$ cat config.mk
export PLATFORM = sky130hd
export DESIGN_NAME = keyboard_transmitter
export DESIGN_NICKNAME = d
export VERILOG_FILES = /design/src/rtl/keyboard_transmitter.sv
export SDC_FILE = /design/constraint.sdc
export NUM_CORES = 1
export LEC_CHECK = 0
export CORE_MARGIN = 2
export CORE_UTILIZATION = 45
export DETAILED_ROUTE_END_ITERATION = 8
export DONT_BUFFER_PORTS = 1
export SYNTH_ARGS = -nofsm -noshare
export SYNTH_HDL_FRONTEND = slang
export SYNTH_SLANG_ARGS = --single-unit
$ cat constraint.sdc
create_clock -name clk -period 2.58 [get_ports clk]
set_input_delay 0.258 -clock clk [delete_from_list [all_inputs] [get_ports clk]]
set_output_delay 0.258 -clock clk [all_outputs]
set_load 0.01 [all_outputs]
$ cat src/rtl/keyboard_transmitter.sv
// PS/2 host-to-keyboard byte transmitter driving open-drain enables for the clock and data lines.
// Define KBD_TX_RETRY_EN to retry a failed frame once before reporting ack_err.
module keyboard_transmitter #(
  parameter int INHIBIT_CYCLES = 5000,
  parameter int TIMEOUT_CYCLES = 1000000
) (
  input  logic       clk,
  input  logic       resetN,
  input  logic       tx_start,
  input  logic [7:0] tx_data,
  input  logic       in,
  input  logic       kbd_dat,
  output logic       kbd_clk_oe,
  output logic       kbd_dat_oe,
  output logic       busy,
  output logic       done,
  output logic       ack_err
);

  localparam int INH_W = $clog2(INHIBIT_CYCLES + 1);
  localparam int TO_W  = $clog2(TIMEOUT_CYCLES + 1);
  localparam logic [INH_W-1:0] INH_LAST = INH_W'(INHIBIT_CYCLES - 1);
  localparam logic [TO_W-1:0]  TO_LAST  = TO_W'(TIMEOUT_CYCLES - 1);

  typedef enum logic [2:0] {
    IDLE    = 3'd0,
    INHIBIT = 3'd1,
    REQUEST = 3'd2,
    SHIFT   = 3'd3,
    ACK     = 3'd4,
    RELEASE = 3'd5
  } state_t;

  state_t           state_q, state_d;
  logic [1:0]       line_raw;
  logic [1:0]       meta_q, sync_q;
  logic             clk_prev_q;
  logic             clk_sync, dat_sync, fe;
  logic [INH_W-1:0] inh_cnt_q, inh_cnt_d;
  logic [TO_W-1:0]  to_cnt_q, to_cnt_d;
  logic [3:0]       idx_q, idx_d;
  logic [9:0]       frame_q, frame_d;
  logic             nack_q, nack_d;
  logic             clk_oe_q, clk_oe_d;
  logic             dat_oe_q, dat_oe_d;
  logic             busy_q, busy_d;
  logic             done_q, done_d;
  logic             ack_err_q, ack_err_d;
  logic             fail;
`ifdef KBD_TX_RETRY_EN
  logic             retry_q, retry_d;
`endif

  // Bit 0 carries the PS/2 clock, bit 1 the PS/2 data line; both idle high.
  assign line_raw = {kbd_dat, in};
  assign clk_sync = sync_q[0];
  assign dat_sync = sync_q[1];
  assign fe       = clk_prev_q & ~clk_sync;

  always_ff @(posedge clk or negedge resetN) begin
    if (!resetN) begin
      meta_q     <= 2'b11;
      sync_q     <= 2'b11;
      clk_prev_q <= 1'b1;
    end else begin
      meta_q     <= line_raw;
      sync_q     <= meta_q;
      clk_prev_q <= sync_q[0];
    end
  end

  always_ff @(posedge clk or negedge resetN) begin
    if (!resetN) begin
      state_q   <= IDLE;
      inh_cnt_q <= '0;
      to_cnt_q  <= '0;
      idx_q     <= '0;
      frame_q   <= '0;
      nack_q    <= 1'b0;
      clk_oe_q  <= 1'b0;
      dat_oe_q  <= 1'b0;
      busy_q    <= 1'b0;
      done_q    <= 1'b0;
      ack_err_q <= 1'b0;
    end else begin
      state_q   <= state_d;
      inh_cnt_q <= inh_cnt_d;
      to_cnt_q  <= to_cnt_d;
      idx_q     <= idx_d;
      frame_q   <= frame_d;
      nack_q    <= nack_d;
      clk_oe_q  <= clk_oe_d;
      dat_oe_q  <= dat_oe_d;
      busy_q    <= busy_d;
      done_q    <= done_d;
      ack_err_q <= ack_err_d;
    end
  end

`ifdef KBD_TX_RETRY_EN
  always_ff @(posedge clk or negedge resetN) begin
    if (!resetN) begin
      retry_q <= 1'b0;
    end else begin
      retry_q <= retry_d;
    end
  end
`endif

  always_comb begin
    state_d   = state_q;
    inh_cnt_d = inh_cnt_q;
    to_cnt_d  = to_cnt_q;
    idx_d     = idx_q;
    frame_d   = frame_q;
    nack_d    = nack_q;
    dat_oe_d  = dat_oe_q;
    done_d    = 1'b0;
    ack_err_d = 1'b0;
    fail      = 1'b0;
`ifdef KBD_TX_RETRY_EN
    retry_d   = retry_q;
`endif

    case (state_q)
      IDLE: begin
        dat_oe_d = 1'b0;
        // A request landing on a completion pulse is dropped.
        if (tx_start && !done_q && !ack_err_q) begin
          frame_d   = {1'b1, ~^tx_data, tx_data};
          inh_cnt_d = '0;
          nack_d    = 1'b0;
          state_d   = INHIBIT;
`ifdef KBD_TX_RETRY_EN
          retry_d   = 1'b0;
`endif
        end
      end

      INHIBIT: begin
        dat_oe_d = 1'b0;
        if (inh_cnt_q == INH_LAST) begin
          state_d  = REQUEST;
          to_cnt_d = '0;
          idx_d    = '0;
          dat_oe_d = 1'b1;
        end else begin
          inh_cnt_d = inh_cnt_q + 1'b1;
        end
      end

      REQUEST: begin
        to_cnt_d = to_cnt_q + 1'b1;
        if (to_cnt_q == TO_LAST) begin
          fail = 1'b1;
        end else if (fe) begin
          dat_oe_d = ~frame_q[idx_q];
          idx_d    = idx_q + 4'd1;
          state_d  = SHIFT;
        end
      end

      SHIFT: begin
        to_cnt_d = to_cnt_q + 1'b1;
        if (to_cnt_q == TO_LAST) begin
          fail = 1'b1;
        end else if (fe) begin
          dat_oe_d = ~frame_q[idx_q];
          idx_d    = idx_q + 4'd1;
          if (idx_q == 4'd9) begin
            state_d = ACK;
          end
        end
      end

      ACK: begin
        to_cnt_d = to_cnt_q + 1'b1;
        dat_oe_d = 1'b0;
        if (to_cnt_q == TO_LAST) begin
          fail = 1'b1;
        end else if (fe) begin
          nack_d  = dat_sync;
          state_d = RELEASE;
        end
      end

      RELEASE: begin
        dat_oe_d = 1'b0;
        if (clk_sync && dat_sync) begin
          if (nack_q) begin
            fail = 1'b1;
          end else begin
            done_d  = 1'b1;
            state_d = IDLE;
          end
        end
      end

      default: begin
        dat_oe_d = 1'b0;
        state_d  = IDLE;
      end
    endcase

    if (fail) begin
      dat_oe_d = 1'b0;
`ifdef KBD_TX_RETRY_EN
      if (!retry_q) begin
        retry_d   = 1'b1;
        inh_cnt_d = '0;
        nack_d    = 1'b0;
        state_d   = INHIBIT;
      end else begin
        ack_err_d = 1'b1;
        state_d   = IDLE;
      end
`else
      ack_err_d = 1'b1;
      state_d   = IDLE;
`endif
    end
  end

  // Line enables and busy follow the next state, so they change one cycle after the deciding edge.
  always_comb begin
    clk_oe_d = (state_d == INHIBIT);
    busy_d   = (state_d != IDLE);
  end

  assign kbd_clk_oe = clk_oe_q;
  assign kbd_dat_oe = dat_oe_q;
  assign busy       = busy_q;
  assign done       = done_q;
  assign ack_err    = ack_err_q;

endmodule

# Yosys cells after proc, flatten, opt, wreduce, memory -nomap -nowiden
# Cells that the tools add are included.
dict set report word_totals {
  ff_bits 61
  elab_cells 100
  romBits 0
  inputBits 13
  latch_bits 0
  ram_bits 0
  n_memories 0
}
dict set report classes {
  n_lt_le_gt_ge 1
  add_sub_neg 3
  mux 41
  eq_ne 18
  n_mul 0
  n_bitwise 3
  n_div 0
  n_reduce_logical 20
  shift 0
}
# operator count
set ops {}
lappend ops {{20-bit case mux with 2 select lines} 1}
lappend ops {{3-bit 2-to-1 mux} 12}
lappend ops {{13-bit 2-to-1 mux} 2}
lappend ops {{13-bit case mux with 2 select lines} 1}
lappend ops {{20-bit by 1-bit adder with 20-bit output (second input constant)} 1}
lappend ops {{20-bit equality test (second input constant)} 1}
lappend ops {{20-bit 2-to-1 mux} 1}
lappend ops {{3-bit case mux with 6 select lines} 1}
lappend ops {{1-bit 2-to-1 mux} 15}
lappend ops {{13-bit by 1-bit adder with 13-bit output (second input constant)} 1}
lappend ops {{13-bit equality test (second input constant)} 1}
lappend ops {{4-bit 2-to-1 mux} 3}
lappend ops {{2-bit != test (second input constant)} 6}
lappend ops {{4-bit case mux with 2 select lines} 1}
lappend ops {{4-bit AND reduction} 2}
lappend ops {{2-bit nonzero test} 4}
lappend ops {{8-bit XNOR reduction} 1}
lappend ops {{3-bit by 1-bit equality test with 1-bit output (second input constant)} 2}
lappend ops {{3-bit by 2-bit equality test with 1-bit output (second input constant)} 2}
lappend ops {{3-bit equality test (second input constant)} 2}
lappend ops {{1-bit case mux with 2 select lines} 3}
lappend ops {{2-bit AND reduction} 3}
lappend ops {{4-bit by 5-bit < comparator with 1-bit output (second input constant)} 1}
lappend ops {{4-bit by 1-bit adder with 4-bit output (second input constant)} 1}
lappend ops {{other kinds (14)} 18}

# Depth between registers and ports, before layout
dict set report logic_depth {
  depth_word 7
  mapped_depth 7
}

# Least setup slack after synthesis
# OpenSTA, ideal clock, no wires.
dict set report synth_path {
  kind {register -> register}
  startpoint {register to_cnt_q[8]}
  endpoint {register idx_q[3]}
  slack_ns 0.532
  path_buffers 0
  stages_incl_launch_ff 6
  arrival_ns 1.928
  period_less_slack_ns 2.048
  cell_sequence {dfrtp_1 or4b_4 or4_4 o211ai_4 or3_1 a21oi_2}
}
dict set report synth_between {
  elab_chain_len 3
}
# element line
set synth_rtl {}
lappend synth_rtl {{from (decl)} 40} ;# logic [TO_W-1:0] to_cnt_q, to_cnt_d;
lappend synth_rtl {{from (signal assigned)} 88} ;# to_cnt_q <= to_cnt_d;
lappend synth_rtl {{20-bit equality test} {154, 165}}
lappend synth_rtl {{2-bit != test (no source line)} n/a}
lappend synth_rtl {{4-bit AND reduction (no source line)} n/a}
lappend synth_rtl {{to (signal assigned)} 89} ;# idx_q <= idx_d;
lappend synth_rtl {{to (decl)} 41} ;# logic [3:0] idx_q, idx_d;
# No other way between the ends.
# A chain may end at the register's enable or synchronous reset.

# Final worst setup path
dict set report layout_path {
  startpoint {register to_cnt_q[7]}
  endpoint {register idx_q[3]}
}
# The elaborated chain is that of the path after synthesis.

==> results.sh <==
export IMPL_max_freq_mhz=467
export IMPL_slew_headroom_pct=55.2
export IMPL_post_cts_buffers=0
export IMPL_netSwitchingFraction_pct=22.5
export IMPL_nNetsFinal=362
export IMPL_chipWidth_um=88.4
export IMPL_rsz0062_at_grt="false"
export IMPL_async_flop_share_pct=100
export IMPL_powerDensity_nw_per_um2=501
export IMPL_drive_gt1_share_pct=12.6
export IMPL_place_congestion=0.777
export IMPL_grt_pass1_vias=2339
export IMPL_clkPwrFrac_pct=42.8
export IMPL_antenna_found_initial=0
export IMPL_intPower_mw=1.38
export IMPL_synth_fp_nets=354
export IMPL_routedWlPerCell_um=14.6
export IMPL_clock_latency_ns=0.34
export IMPL_outcome="finished, final reports clean"
export IMPL_worstPathRequired_ns=2.79
export IMPL_worstSetupPathType="reg -> reg"
export IMPL_drc=0
export IMPL_hold_class="in -> reg"
export IMPL_dpl_hpwl_um=4470
export IMPL_pwr_share_seq_pct=54.3
export IMPL_syn_inst=337
export IMPL_setup_violations=0
export IMPL_start_kind="flop"
export IMPL_via_per_inst=5.46
export IMPL_dieArea_um2=7820
export IMPL_cts_buffers=9
export IMPL_cts_tree="built"
export IMPL_yosysTopAreaCell="dfrtp_1"
export IMPL_firstDrtPassIters=5
export IMPL_core_area_um2=6830
export IMPL_pwr_share_comb_pct=2.9
export IMPL_vias=2435
export IMPL_clockBufferDepth=2
export IMPL_grt_pass1_wl_um=11100
export IMPL_cts_resized=0
export IMPL_cap_violations=0
export IMPL_cts_sinks=61
export IMPL_wl_um=6530
export IMPL_yosys_most_used_dff="dfrtp_1"
export IMPL_grt_use_total_pct=18.6
export IMPL_postRouteAntennaNets=0
export IMPL_place_ws_ns=0.438
export IMPL_start_util_pct=46.9
export IMPL_rows=30
export IMPL_path_clk_slew_ns=0.07
export IMPL_ios=18
export IMPL_critPathArrivalTime_ns=2.36
export IMPL_finalWorstSetupSlack_ns=0.437
export IMPL_synthTopCellsByArea="dfrtp_1, nand2_1, xnor2_1"
export IMPL_yosysUniqueCellTypes=64
export IMPL_fin_setup_tns_ns=0
export IMPL_crit_path_end_kind="flop"
export IMPL_register_area_um2=1530
export IMPL_ys_warn_count=0
export IMPL_p_leak_nw=1.46
export IMPL_final_max_slew_viol_count=0
export IMPL_multiInputGateArea_um2=1580
export IMPL_seq_area_frac_synth_pct=47.8
export IMPL_clockRootBuffer="clkbuf_8"
export IMPL_cts_max_level=3
export IMPL_fp_dieH_um=88.4
export IMPL_fin_worst_skew_ns=0.00812
export IMPL_drt_initial_drc_count=222
export IMPL_n_fill_cell=628
export IMPL_yosysTopAreaCellShare_pct=43.7
export IMPL_worst_pin_slew_ns=0.665
export IMPL_layout_min_cycle_time_ns=2.14
export IMPL_overflow=0
export IMPL_ys_seq_elements=61
export IMPL_post_route_period_util_pct=83.1
export IMPL_synth_edf_count=0
export IMPL_peakVddDrop_mv=0.374
export IMPL_p_sw_mw=0.400
export IMPL_critPathMaxFanout=6
export IMPL_syn_avg_cell_area_um2=9.52
export IMPL_netlist_area_um2=3210
export IMPL_areaGrowthSynthToFinish_pct=10.8
export IMPL_hold_viol_final=0
export IMPL_hold_buffers=4
export IMPL_diodes=0
export IMPL_grt_start_max_net_pins=62
export IMPL_port_buffers=0
kinds of logic after synthesis:
| family | synth area share [%] |
|---|---|
| fa+ha+maj | 1.56 |
| mux | 1.91 |
| compound gates | 11.2 |
| xor+xnor | 7.65 |
| simple gates | 26.8 |
| flops | 47.8 |
| buf+inv | 3.08 |
layer usage:
layer | global-route usage (%) | share of wire, % | vias to the layer above
li1 | - | - | 1200
met3 | 6.72 | 5.8 | 7
met1 | 25.7 | 49 | 1164
met2 | 27.5 | 44 | 64
met5 | 0 | 0 | -
met4 | 5.92 | 1.3 | 0
Yosys cell counts (all sizes together) (2+ instances only):
cell type and count:
o21ai 17, or4b 3, ha 4, and3 4, buf 4, xnor2 22
a31oi 2, mux2i 5, nand3 15, a21oi 15, nand4 6, inv 6
nand2b 3, nor4b 2, nor4 6, o311ai 2, nor2b 2, dfstp 5
nor2 37, dfrtp 56, xor2 6, or3 9, and4 2, nor3b 3
nor3 13, nand2 55, and2b 2, clkbuf 9
registers in the layout, indices dropped and copies added, names as in the netlist, 2 cells and up:
signal     flops
inh_cnt_q     13
frame_q       10
sync_q         2
to_cnt_q      20
idx_q          4
meta_q         2
state_q        3
metrics by stage:
step	util (%)	total power, mW	hold WS (ns)	area (um2)	instances
2_1_floorplan	-	1.01	-0.0376	3210	337
3_3_place_gp	48.6	1.01	-0.0350	3320	426
3_5_place_dp	48.6	1.01	-0.0355	3320	426
4_1_cts	52.0	1.81	0.00752	3550	446
5_1_grt	52.0	1.85	0.00951	3550	446
6_report	52.0	1.78	0.0261	3550	446
critical path, cell delays in order (launching register included):
cell	delay, ns
dfrtp_1	0.42
or4b_4	0.54
or4_4	0.57
o211ai_4	0.27
or3_1	0.16
a21oi_2	0.05
placed cells by master, fill, tap and decap left out, types with 2 or more instances in the layout:
cell           synthesis  layout
dlygate4sd3_1          0       3
o21ai_0               13      13
dfstp_2                5       5
clkbuf_8               1      11
and2b_2                2       2
and3_1                 3       3
nor4_1                 5       5
dfrtp_1               56      56
clkinv_2               0       3
a21oi_1               14      14
nor3_1                12      12
buf_4                  0       5
ha_1                   4       4
xor2_1                 6       6
a31oi_1                2       2
or4b_1                 2       2
xnor2_1               22      22
nand4_1                6       6
and4_1                 2       2
nor3b_1                2       2
nand3_1               15      15
nor2b_1                2       2
nand2b_1               3       3
inv_1                  6       6
o21ai_1                3       3
or3_1                  9       9
mux2i_1                5       5
nor2_1                37      37
nand2_1               55      55
path summary, 6_finish.rpt:
check,slack (ns),end,from,cells past startpoint
hold reg to reg,0.36,sync_q[0],meta_q[0],0
hold / removal,0.03,frame_q[7],tx_data[7],2
setup reg to reg,0.44,idx_q[3],to_cnt_q[7],5
setup / recovery,0.44,idx_q[3],to_cnt_q[7],5
min in group asynchronous,0.43,kbd_dat_oe,resetN,2
max in group asynchronous,1.82,meta_q[1],resetN,2
cell type report:
class                           instances  share of cell area, %
Multi-Input combinational cell        257                   44.6
Sequential cell                        61                   43.1
Clock buffer                           12                   4.37
Tap cell                               96                   3.38
Timing Repair Buffer                   10                   3.24
Clock inverter                          4                  0.634
Inverter                                6                  0.634
power by group through the flow:
stage / clock, mW / sequential, mW / combinational [mW]
floorplan: 0 / 0.983 / 0.0222
global route: 0.826 / 0.967 / 0.0591
finish: 0.763 / 0.967 / 0.0514
global placement: 0 / 0.984 / 0.0250
detailed placement: 0 / 0.984 / 0.0250
CTS: 0.788 / 0.966 / 0.0537
Note: power is estimated with default switching activity, not from simulation.
